<file path="src/rtl/mem_rd_arbiter.sv">
// Two-master burst-read arbiter: icache and dcache share one memory read port,
// one burst outstanding at a time, round-robin or fixed dcache priority.
module mem_rd_arbiter #(
    parameter bit FIXED_PRIO = 1'b0
) (
    input  logic        clk,
    input  logic        rst,

    input  logic        ic_rd_req_valid,
    input  logic [31:0] ic_rd_req_addr,
    output logic        ic_rd_req_ready,
    output logic        ic_rd_rsp_valid,
    output logic [31:0] ic_rd_rsp_data,
    output logic        ic_rd_rsp_last,
    input  logic        ic_rd_rsp_ready,

    input  logic        dc_rd_req_valid,
    input  logic [31:0] dc_rd_req_addr,
    output logic        dc_rd_req_ready,
    output logic        dc_rd_rsp_valid,
    output logic [31:0] dc_rd_rsp_data,
    output logic        dc_rd_rsp_last,
    input  logic        dc_rd_rsp_ready,

    output logic        mem_rd_req_valid,
    output logic [31:0] mem_rd_req_addr,
    input  logic        mem_rd_req_ready,
    input  logic        mem_rd_rsp_valid,
    input  logic [31:0] mem_rd_rsp_data,
    input  logic        mem_rd_rsp_last,
    output logic        mem_rd_rsp_ready,

    output logic [2:0]  dbg_state
);

    // Handshake rule on every channel: a transfer happens in a cycle where
    // valid and ready are both high; valid and its payload stay stable until then.

    typedef enum logic [2:0] {
        IDLE = 3'b001,
        REQ  = 3'b010,
        RSP  = 3'b100
    } state_t;

    state_t      state_q, state_d;
    logic        owner_dc_q, owner_dc_d;
    logic        last_dc_q, last_dc_d;
    logic [31:0] addr_q, addr_d;
    logic        grant_dc;
    logic        owner_rsp_ready;

    // On a tie, dcache wins if fixed priority or if icache was granted last.
    assign grant_dc = dc_rd_req_valid &&
                      (!ic_rd_req_valid || FIXED_PRIO || !last_dc_q);

    assign owner_rsp_ready = owner_dc_q ? dc_rd_rsp_ready : ic_rd_rsp_ready;
    assign dbg_state       = state_q;

    always_ff @(posedge clk) begin
        if (rst) begin
            state_q    <= IDLE;
            owner_dc_q <= 1'b0;
            last_dc_q  <= 1'b0;
            addr_q     <= 32'h0;
        end else begin
            state_q    <= state_d;
            owner_dc_q <= owner_dc_d;
            last_dc_q  <= last_dc_d;
            addr_q     <= addr_d;
        end
    end

    always_comb begin
        state_d          = state_q;
        owner_dc_d       = owner_dc_q;
        last_dc_d        = last_dc_q;
        addr_d           = addr_q;
        ic_rd_req_ready  = 1'b0;
        dc_rd_req_ready  = 1'b0;
        ic_rd_rsp_valid  = 1'b0;
        ic_rd_rsp_data   = 32'h0;
        ic_rd_rsp_last   = 1'b0;
        dc_rd_rsp_valid  = 1'b0;
        dc_rd_rsp_data   = 32'h0;
        dc_rd_rsp_last   = 1'b0;
        mem_rd_req_valid = 1'b0;
        mem_rd_req_addr  = 32'h0;
        mem_rd_rsp_ready = 1'b0;

        case (state_q)
            IDLE: begin
                if (ic_rd_req_valid || dc_rd_req_valid) begin
                    owner_dc_d = grant_dc;
                    last_dc_d  = grant_dc;
                    addr_d     = grant_dc ? dc_rd_req_addr : ic_rd_req_addr;
                    state_d    = REQ;
                end
            end
            REQ: begin
                mem_rd_req_valid = 1'b1;
                mem_rd_req_addr  = addr_q;
                ic_rd_req_ready  = !owner_dc_q && mem_rd_req_ready;
                dc_rd_req_ready  = owner_dc_q && mem_rd_req_ready;
                if (mem_rd_req_ready) begin
                    state_d = RSP;
                end
            end
            RSP: begin
                mem_rd_rsp_ready = owner_rsp_ready;
                if (owner_dc_q) begin
                    dc_rd_rsp_valid = mem_rd_rsp_valid;
                    dc_rd_rsp_data  = mem_rd_rsp_data;
                    dc_rd_rsp_last  = mem_rd_rsp_last;
                end else begin
                    ic_rd_rsp_valid = mem_rd_rsp_valid;
                    ic_rd_rsp_data  = mem_rd_rsp_data;
                    ic_rd_rsp_last  = mem_rd_rsp_last;
                end
                // The next grant is decided in IDLE, never in the last-beat cycle.
                if (mem_rd_rsp_valid && owner_rsp_ready && mem_rd_rsp_last) begin
                    state_d = IDLE;
                end
            end
            default: begin
                state_d = IDLE;
            end
        endcase
    end

endmodule

</file>
<file path="config.mk">
export PLATFORM = sky130hd
export DESIGN_NAME = mem_rd_arbiter
export DESIGN_NICKNAME = d
export VERILOG_FILES = /design/src/rtl/mem_rd_arbiter.sv
export SDC_FILE = /design/constraint.sdc
export NUM_CORES = 1
export LEC_CHECK = 0
export BUFFER_PORTS_ARGS = -buffer_cell sky130_fd_sc_hd__buf_4
export CAP_MARGIN = 40
export CORE_ASPECT_RATIO = 1.25
export CORE_MARGIN = 1
export CORE_UTILIZATION = 36
export CTS_CLUSTER_DIAMETER = 100
export CTS_CLUSTER_SIZE = 28
export DETAILED_ROUTE_END_ITERATION = 16
export GPL_TIMING_DRIVEN = 0
export PLACE_DENSITY = 0.76
export SLEW_MARGIN = 20
export SYNTH_ARGS = -nofsm -noshare
export SYNTH_HDL_FRONTEND = slang
export SYNTH_SLANG_ARGS = --single-unit
</file>
<file path="constraint.sdc">
create_clock -name clk -period 1.7 [get_ports clk]
set_input_delay 0.17 -clock clk [delete_from_list [all_inputs] [get_ports clk]]
set_output_delay 0.17 -clock clk [all_outputs]
set_load 0.01 [all_outputs]
</file>
==> flow_summary_export.csv <==
group,metric,value,unit
worst_setup_path,cp_slowest_cell,"or3b_4",
worst_setup_path,worst-path-buf-inv,2,
worst_setup_path,worst_ep_required_time,1.53,ns
outcome,violations,"setup timing",
floorplanning,design.core.area,0.00661,mm²
placement,numPortBuffers,210,
worst_setup_path,crit_path_end,"ic_rd_rsp_data[24]",
worst_setup_path,cp_max_fo,7,
floorplanning,initial_core_util,37.5,%
logic_synthesis,synthesis.nets,436,
worst_setup_path,cp-startpoint,"dbg_state[1]$_SDFFE_PP0P_",
timing,finalWorstSetupSlack,-0.183,ns
finish,layout_commonest_cell,"buf_4",
worst_hold_path,min-delay-path-class,"input port to flop",
grt,grt_pass1_wl,16.7,mm
grt,grtUsageMet1,30.9,%
floorplanning,design.die.area,0.00723,mm²
worst_setup_path,reg2reg_to,"addr_q[2]$_SDFFE_PP0P_",
grt,grt_start_max_net_pins,12,
placement,placed_area,0.00417,mm²
logic_synthesis,synth-xor-area-share,0,%
logic_synthesis,syn_area,0.00248,mm²
finish,synthToLayoutAreaGrowth,95.5,%
floorplanning,die_w,76.2,µm
finish,stdcell_count,651,
worst_setup_path,path_depth,5,
logic_synthesis,synth_top_area_share,29.1,%
worst_setup_path,rrSetupSlack,0.16,ns
timing,hold_ws,0.142,ns
placement,place_congestion,0.819,
logic_synthesis,ys.flop_type,"dfxtp_1",
logic_synthesis,avgSynthCellArea,7.49,µm²
clock_network,clk_latency,0.29,ns
logic_synthesis,yosysSeqAreaShare,29.1,%
logic_synthesis,async_flop_share,0,%
route,drt-initial-drc-count,209,
route,drc,0,
floorplanning,top_level_ports,212,
timing,min_period,1.88,ns
timing,setup_viol,64,
worst_setup_path,cpPeakStageDelay,0.39,ns
timing,slew_headroom,67.8,%
worst_setup_path,worstPathArrival,1.71,ns
grt,grt_pass1_vias,3233,
timing,fin_crit_sh,111,%
worst_setup_path,critPathTopFamily,"simple AND/OR/NAND/NOR gates",
power,peakVddDrop,0.648,mV
worst_setup_path,crit_top_cell,"buf_6",
timing,fmax,531,MHz
timing,hold_viol,0,
timing,worstMarginPinSlew,0.484,ns
finish,antennaDiodeCount,0,
clock_network,clockBufferDepth,2,
finish,final_area,0.00485,mm²
logic_synthesis,synth_compound_area_share,22.8,%
clock_network,cts_tree,"built",
grt,met3_usage,6.76,%
grt,busiest_layer,"met2",
floorplanning,core.rowCount,33,
worst_setup_path,critical_path_class,"flop to output pin",
clock_network,clock-sinks,36,
flow_run,drv_cap,0,
power,cellPowerDensity,525,mW/mm²
route,vias,3386,
placement,dp_hpwl,8.30,mm
finish,layout-drive-gt1-share,59.4,%
worst_setup_path,startpoint_type,"flop",
worst_setup_path,worstReg2RegStart,"last_dc_q$_SDFFE_PP0P_",
logic_synthesis,post-synth-top-area-cell,"dfxtp_1",
floorplanning,die_h,94.8,µm
worst_setup_path,crit_path_end_kind,"output pin",
timing,tns,-6.70,ns
worst_hold_path,hold_start,"dc_rd_req_addr[10]",
route,vias_per_cell,5.20,
clock_network,cts_buffers,5,
logic_synthesis,synth_edf_count,0,
route,wl_per_cell,17.2,µm
timing,fin_worst_skew,0.0188,ns
outcome,status,"finished with violations",
worst_setup_path,reg2reg_depth,5,
logic_synthesis,synthSimpleGateAreaFrac,39.4,%
logic_synthesis,synth_adder_area_share,0,%
grt,track_usage,29.7,%
logic_synthesis,synthTopCellsByArea,"dfxtp_1 (29%), and2_1 (25%), a311oi_1 (11%), nand2_1 (10%), a31oi_1 (8.1%)",
logic_synthesis,yosysWarnings,0,
logic_synthesis,ys_seq_elements,36,
logic_synthesis,ys_types,33,
grt,grtUsageMet2,58.0,%
worst_setup_path,crit_path_cell_trace,"or3b_4, nor2_4, buf_6, and2_4, buf_6",
logic_synthesis,synth_top_family_by_area,"simple AND/OR/NAND/NOR gates",
route,postRouteAntennaNets,0,
finish,layout.nets,668,
clock_network,clockRootBuffer,"clkbuf_8",
route,drt_first_pass_iters,4,
clock_network,cts.reportedPaths.clkPinSlew,0.08,ns
placement,place_inst,628,
grt,antenna_found_initial,0,
power,power.leakage,2.37,nW
route,drt_wl_total,11.2,mm
timing,report.final.slew_viol_count,0,
grt,overflow,0,
finish,finish.utilization,73.4,%
clock_network,h-tree-depth,2,
logic_synthesis,syn_inst,331,
clock_network,cts_hold_buf,0,
logic_synthesis,synth_mux_area_share,0.404,%
finish,mostFrequentLayoutCells,"buf_4 (163), buf_6 (72), nand2_1 (66)",
timing,rsz0062_at_grt,"yes",
-- kinds of logic after synthesis --
family / after synthesis
AOI/OAI and AO/OA: 76
buffers and inverters: 37
DFF: 36
muxes: 1
and+or+nand+nor: 181
-- layer usage --
metal	vias to the layer above	share of wire, %
met5	-	0
met4	0	3.1
met3	25	6.8
met2	171	53
met1	1569	37
li1	1621	-
-- synth_stat cells, types with 2 or more instances --
master,n
clkbuf_1,12
buf_4,4
a31oi_1,32
a311oi_1,32
a21oi_1,3
buf_2,13
and2_1,100
and3_1,2
o21ai_0,2
dfxtp_1,36
buf_6,5
nor2_1,4
nand2_1,66
-- per-stage QoR --
step | worst slack [ns] | power [mW]
floorplan | 0.165 | 1.48
global placement | -0.147 | 1.83
detailed placement | -0.129 | 1.84
CTS | -0.197 | 2.52
global route | -0.222 | 2.67
finish | -0.183 | 2.54
-- worst min path at each step --
stage                              endpoint  slack, ns  cells past startpoint
floorplan            addr_q[0]$_SDFFE_PP0P_       0.33                      2
global placement     addr_q[0]$_SDFFE_PP0P_       0.45                      3
detailed placement  addr_q[30]$_SDFFE_PP0P_       0.45                      3
CTS                 addr_q[30]$_SDFFE_PP0P_       0.14                      3
global route         addr_q[0]$_SDFFE_PP0P_       0.14                      3
finish              addr_q[10]$_SDFFE_PP0P_       0.14                      3
-- power by group --
group / internal, mW / switching [mW] / leakage (nW)
clock: 0.293 / 0.319 / 0.0424
sequential: 0.970 / 0.0707 / 0.300
combinational: 0.471 / 0.420 / 2.03
-- flip-flops by register name, summed over array words and instances, names as in the netlist --
name / flops
addr_q: 32
last_dc_q: 1
dbg_state: 3
-- area by class of cell --
type / count / area [µm²]
Tap cell: 87 / 109
Timing Repair Buffer: 228 / 1970
Buffer: 32 / 218
Fill cell: 554 / 1760
Clock buffer: 7 / 76.3
Inverter: 2 / 7.51
Sequential cell: 36 / 732
Multi-Input combinational cell: 258 / 1720
Clock inverter: 1 / 8.76
-- worst reg2reg max path: stages (launching register included) --
cell	delay (ns)
dfxtp_1	0.31
buf_4	0.16
a21bo_2	0.33
buf_2	0.29
nand2_1	0.08
a311oi_1	0.25
-- what timing repair did --
| item | in CTS | in global routing |
|---|---|---|
| buffers inserted | 11 | 2 |
| endpoints found under the setup margin | 103 | 117 |
| cloned | 5 | 1 |
| pin swaps | 16 | 27 |
| gates resized for setup | 95 | 68 |
| hold endpoints to repair | 0 | 0 |
(Power assumes the default switching activity.)
